$ cat config.mk
export PLATFORM = sky130hd
export DESIGN_NAME = chip_out_arb
export DESIGN_NICKNAME = d
export VERILOG_FILES = /design/src/rtl/chip_out_pkg.sv /design/src/rtl/rr_arbiter.sv /design/src/rtl/chip_out_arb.sv
export SDC_FILE = /design/constraint.sdc
export NUM_CORES = 1
export LEC_CHECK = 0
export CAP_MARGIN = 20
export CORE_UTILIZATION = 33
export DETAILED_ROUTE_END_ITERATION = 8
export PLACE_DENSITY = 0.76
export SYNTH_ARGS = -nofsm -noshare
export SYNTH_HDL_FRONTEND = slang
export SYNTH_SLANG_ARGS = --single-unit
$ cat constraint.sdc
create_clock -name clk -period 2.3 [get_ports clk]
set_input_delay 0.69 -clock clk [delete_from_list [all_inputs] [get_ports clk]]
set_output_delay 0.69 -clock clk [all_outputs]
set_load 0.02 [all_outputs]
$ cat src/rtl/chip_out_pkg.sv
// Shared types and helpers for the chip output arbiter and its round-robin picker.
package chip_out_pkg;

  localparam int CHIP_OUT_DW      = 32;
  localparam int CHIP_OUT_NUM_SRC = 4;
  localparam int MAX_SRC          = 16;

  typedef enum logic [1:0] {
    IDLE,
    HDR,
    XFER
  } state_t;

  typedef struct packed {
    logic       found;
    logic [3:0] idx;
  } rr_pick_t;

  // Scan ptr, ptr+1, ... wrapping at n (not at a power of two) and return the first requester.
  function automatic rr_pick_t rr_pick(input logic [MAX_SRC-1:0] req,
                                       input logic [3:0] ptr,
                                       input int n);
    rr_pick_t   r;
    int         j;
    logic [3:0] jj;
    r.found = 1'b0;
    r.idx   = '0;
    for (int k = 0; k < MAX_SRC; k++) begin
      if (k < n && !r.found) begin
        j = int'(ptr) + k;
        if (j >= n) j = j - n;
        jj = 4'(j);
        if (req[jj]) begin
          r.found = 1'b1;
          r.idx   = jj;
        end
      end
    end
    return r;
  endfunction

endpackage

$ cat src/rtl/rr_arbiter.sv
// Combinational round-robin pick: first asserted request at or after ptr, modulo N.
module rr_arbiter
  import chip_out_pkg::*;
#(
  parameter int N  = 4,
  parameter int PW = 4
) (
  input  logic [N-1:0]  req,
  input  logic [PW-1:0] ptr,
  output logic          found,
  output logic [PW-1:0] idx
);

  rr_pick_t pick;

  always_comb begin
    pick  = rr_pick(MAX_SRC'(req), 4'(ptr), N);
    found = pick.found;
    idx   = PW'(pick.idx);
  end

endmodule

$ cat src/rtl/chip_out_arb.sv
// Packet-atomic round-robin arbiter sharing the chip output stream between NUM_SRC producers,
// with an optional one-beat source-ID header ahead of each packet.
module chip_out_arb
  import chip_out_pkg::*;
#(
  parameter int NUM_SRC = CHIP_OUT_NUM_SRC,
  parameter int DW      = CHIP_OUT_DW,
  parameter int ID_HDR  = 1,
  parameter int IDW     = 4
) (
  input  logic                  clk,
  input  logic                  rst,
  input  logic [NUM_SRC-1:0]    src_vld,
  input  logic [NUM_SRC-1:0]    src_lst,
  input  logic [NUM_SRC*DW-1:0] src_dat,
  output logic [NUM_SRC-1:0]    src_rdy,
  output logic                  chip_out_vld,
  output logic                  chip_out_lst,
  output logic [DW-1:0]         chip_out_dat,
  input  logic                  chip_out_rdy,
  output logic [IDW-1:0]        grant_id,
  output logic                  busy,
  output logic [15:0]           pkt_cnt
);

  localparam int SW = (NUM_SRC > 1) ? $clog2(NUM_SRC) : 1;

  state_t         state, state_d;
  logic [IDW-1:0] grant_d;
  logic [IDW-1:0] rr_ptr, rr_ptr_d;
  logic           pick_found;
  logic [IDW-1:0] pick_idx;
  logic           pkt_done;
  logic [SW-1:0]  g;
  logic [DW-1:0]  dat_arr [NUM_SRC];

  for (genvar i = 0; i < NUM_SRC; i++) begin : g_unpack
    assign dat_arr[i] = src_dat[i*DW +: DW];
  end

  assign g = grant_id[SW-1:0];

  rr_arbiter #(
    .N  (NUM_SRC),
    .PW (IDW)
  ) u_rr (
    .req   (src_vld),
    .ptr   (rr_ptr),
    .found (pick_found),
    .idx   (pick_idx)
  );

  always_ff @(posedge clk) begin
    if (rst) begin
      state    <= IDLE;
      grant_id <= '0;
      rr_ptr   <= '0;
      pkt_cnt  <= '0;
    end else begin
      state    <= state_d;
      grant_id <= grant_d;
      rr_ptr   <= rr_ptr_d;
      if (pkt_done) pkt_cnt <= pkt_cnt + 16'd1;
    end
  end

  always_comb begin
    state_d      = state;
    grant_d      = grant_id;
    rr_ptr_d     = rr_ptr;
    pkt_done     = 1'b0;
    chip_out_vld = 1'b0;
    chip_out_lst = 1'b0;
    chip_out_dat = '0;
    src_rdy      = '0;
    busy         = (state != IDLE);

    case (state)
      IDLE: begin
        if (pick_found) begin
          grant_d = pick_idx;
          state_d = (ID_HDR != 0) ? HDR : XFER;
        end
      end
      HDR: begin
        chip_out_vld = 1'b1;
        chip_out_dat = DW'(grant_id);
        if (chip_out_rdy) state_d = XFER;
      end
      XFER: begin
        // Grant stays locked through bubbles; only the last-beat handshake releases it.
        chip_out_vld = src_vld[g];
        chip_out_lst = src_lst[g];
        chip_out_dat = dat_arr[g];
        src_rdy[g]   = chip_out_rdy;
        if (src_vld[g] && chip_out_rdy && src_lst[g]) begin
          pkt_done = 1'b1;
          rr_ptr_d = (int'(grant_id) == NUM_SRC - 1) ? '0 : grant_id + 1'b1;
          state_d  = IDLE;
        end
      end
      default: state_d = IDLE;
    endcase

    // Reset acts as a flush: nothing may handshake while it is asserted.
    if (rst) begin
      chip_out_vld = 1'b0;
      chip_out_lst = 1'b0;
      chip_out_dat = '0;
      src_rdy      = '0;
      busy         = 1'b0;
      pkt_done     = 1'b0;
    end
  end

endmodule

==> run summary <==
Run status
* outcome: complete, but fails checks
* violated checks: setup timing

Timing
* min cycle time layout: 2416 ps
* worst hold slack: 529.1 ps
* largest clock skew in the final design: 2.461 ps
* slew at the pin with the worst max-slew slack: 545.6 ps
* number of setup violations in the final report: 33
* maximum clock frequency: 0.4140 GHz
* worst slew margin relative to its limit: 63.24%
* RSZ-0062 raised after global routing: yes
* fraction of the cycle the final worst path needs: 105.0%
* final hold vios: 0
* number of pins with negative max-slew slack in the final report: 0
* Final Worst Setup Slack: -115.6 ps

Pwr
* clock share of power: 11.4%
* largest voltage drop on the vdd net: 0.4513 mV
* Lkg Pwr: 2.529 nW
* combinational power share: 71.6%
* net switching component of the power: 1.236 mW
* internal cell power: 2.014 mW
* sequential share of power: 17.0%
* fraction of power spent switching nets: 38.04%
* PwrDens: 549.1 mW/mm2

CTS
* CTS tree: done
* cts bufs inserted: 3
* CTS Root Cell: clkbuf_8
* clk sinks: 26
* Max Root-Sink Buffers: 2
* Reg clk slew, reported paths: 90 ps
* clock insertion delay at the later pin of the skew report: 260 ps
* count of H-tree levels built during CTS: 1

Finish
* layout cells sized above 1: 41.04%
* commonest cells after routing, fill and taps aside: dlygate4sd2_1, buf_4, buf_6
* most frequent standard cell in the layout excluding fill and tap cells: dlygate4sd2_1
* number of nets in the layout: 702
* area grow syn2layout: 105.3%
* non-filler cells, final: 647
* final design instance area without fill: 0.005918 mm2

Placement
* buffers added on ports: 197
* post-detailed-placement cell area: 0.005343 mm2
* Final GP Congestion: 0.8690
* number of placed instances, taps included: 626
* Setup WS pre-CTS: -911.1 ps
* estimated wirelength of the detail-placed design: 9.032 mm

Detailed routing
* total via count after detailed routing: 3454
* total iterations of the first detailed-routing run: 5
* remaining routing DRC violations: 0
* count of antenna-violating nets left after detailed routing: 0
* Post-Route WL: 11.75 mm
* average wire length per cell after detail routing: 18.15 um
* count of routing violations after the opening detailed-route iteration: 63
* vias per std cell: 5.338

Global route
* GRT Util Overall: 25.45%
* maximum number of pins on one net before global-route repair: 25
* first-pass GRT wire length: 17.77 mm
* initial antenna violation count: 1
* GRT Residual Overflow: 0
* number of global-route vias before repair: 3626

Min path
* worst min-delay path category: flop to flop

Synthesis
* total number of yosys warnings: 0
* portion of synthesized cell area occupied by the leading cell type: 26.56%
* count of unique library cells instantiated by Yosys: 47
* post-synthesis sequential area ratio: 18.06%
* cell types occupying the most area after synthesis: mux4_2, dfxtp_1, ha_1
* total of flip-flops plus latches after synthesis: 26
* Synth Instances: 302
* top flip-flop cell by instance count after synthesis: dfxtp_1
* fraction of synthesis flops using an asynchronous set or reset pin: 0%
* net count after synthesis: 462
* cell type contributing the most total cell area after synthesis: mux4_2
* number of enable-type register cells in the synthesized netlist: 0
* cell area after technology mapping: 0.002883 mm2
* mean instance size in the synthesized netlist: 9.546 um2

Worst setup path
* Worst setup startpoint: src_dat[76]
* CP peak stage delay: 470 ps
* startpoint of the worst register-to-register path: rr_ptr[1]
* highest-delay cell along the critical path: mux4_2
* endpoint of the lowest-slack register-to-register path: grant_id[1]
* endpoint kind of the worst setup timing path: primary output
* type of the worst setup path: primary input to primary output
* required time worst endpoint: 1610 ps
* critical path capture point: chip_out_dat[12]
* highest fanout seen on the critical path: 1
* Data arrival, critical path: 1730 ps
* r2r setup slk: -60 ps
* sequence of cells on the critical path: dlygate4sd2_1, mux4_2, and3_4, buf_6
* Startpoint Class: primary input
* cells on worst reg2reg path: 11

Floorplan
* DIE HEIGHT: 95.47 um
* core area: 0.008341 mm2
* Boundary Pins: 198
* starting utilization of the core area: 34.56%
* Die X-Extent: 95.47 um
* standard-cell row count: 33
* Die ar.: 0.009114 mm2

Job
* reported max-cap violation count: 0

-- synth_stat cells, types with 4 or more instances --
cell type,count
and3_1,35
mux4_2,34
nor2_1,28
dfxtp_1,26
ha_1,21
inv_1,19
nand2_1,19
nand3_1,12
o21ai_0,12
xor2_1,12
clkbuf_1,11
xnor2_1,9
a21oi_1,8
mux2i_1,7
a211oi_1,5
buf_2,5
nand4_1,4
-- registers in the layout (all words and copies together), names as in the netlist --
signal / count
state: 2
rr_ptr: 4
pkt_cnt: 16
grant_id: 4
-- cell families after synthesis --
logic type                 share of synthesized area [%]
AOI/OAI and AO/OA                                  9.853
xor gates and xnor gates                           6.380
adders and majority gates                          9.115
buffers and inverters                              5.295
DFF                                                18.06
muxes                                              30.30
and+or+nand+nor                                    21.01
-- what timing repair did --
| action | 4_1_cts | 5_1_grt |
|---|---|---|
| resized for setup | 436 | 65 |
| setup endpoints to repair | 62 | 43 |
| hold buffers | 0 | 0 |
| cloned | 4 | 0 |
| pin swaps | 32 | 30 |
| buffers inserted | 8 | 8 |
| endpoints found under the hold margin | 0 | 0 |
-- area by class of cell --
cell class	count	area, um2
multi-input cells	238	2666
repair buffers	254	2429
fillers	669	2422
flip-flops and latches	26	539.3
well taps	105	131.4
inverters	19	78.83
clock buffers	3	41.29
clock inverters	1	30.03
diodes	1	2.502
-- power by group through the flow --
stage | Combinational [mW] | Clock (mW) | Sequential [mW]
after CTS | 2.34 | 0.379 | 0.543
after global routing | 2.50 | 0.389 | 0.559
after floorplan | 1.16 | 0 | 0.551
after global placement | 1.93 | 0 | 0.542
after detailed placement | 1.98 | 0 | 0.542
final | 2.33 | 0.371 | 0.552
-- how the worst min path moves through the flow --
stage | from | to | slack (ps) | cells after the start
2_1_floorplan | state[0] | state[0] | 530 | 2
3_3_place_gp | pkt_cnt[15] | pkt_cnt[15] | 500 | 2
3_5_place_dp | pkt_cnt[15] | pkt_cnt[15] | 510 | 2
4_1_cts | pkt_cnt[15] | pkt_cnt[15] | 530 | 2
5_1_grt | pkt_cnt[13] | pkt_cnt[13] | 580 | 2
6_report | pkt_cnt[15] | pkt_cnt[15] | 530 | 2
-- critical path: cells and delay by family --
kind,cells,cell delay [ps]
muxes,1,470
buffers and inverters,2,370
and+or+nand+nor,1,190
-- metrics by stage --
step           total power [mW]  TNS [ps]  util (%)
4_1_cts                   3.263     -3189     68.36
3_3_place_gp              2.474    -37650     64.06
6_report                  3.250     -2330     70.96
3_5_place_dp              2.519    -39010     64.06
5_1_grt                   3.451     -3994     70.96
2_1_floorplan             1.707         0         -
-- routing by layer --
metal / vias to the layer above / part of all wire (%) / global-route usage, %
li1: 1619 / - / -
met1: 1677 / 39 / 28.99
met2: 136 / 52 / 47.68
met3: 22 / 6.8 / 5.901
met4: 0 / 2.1 / 5.846
met5: - / 0 / 0
No activity file was read; power rests on OpenSTA's default activity.
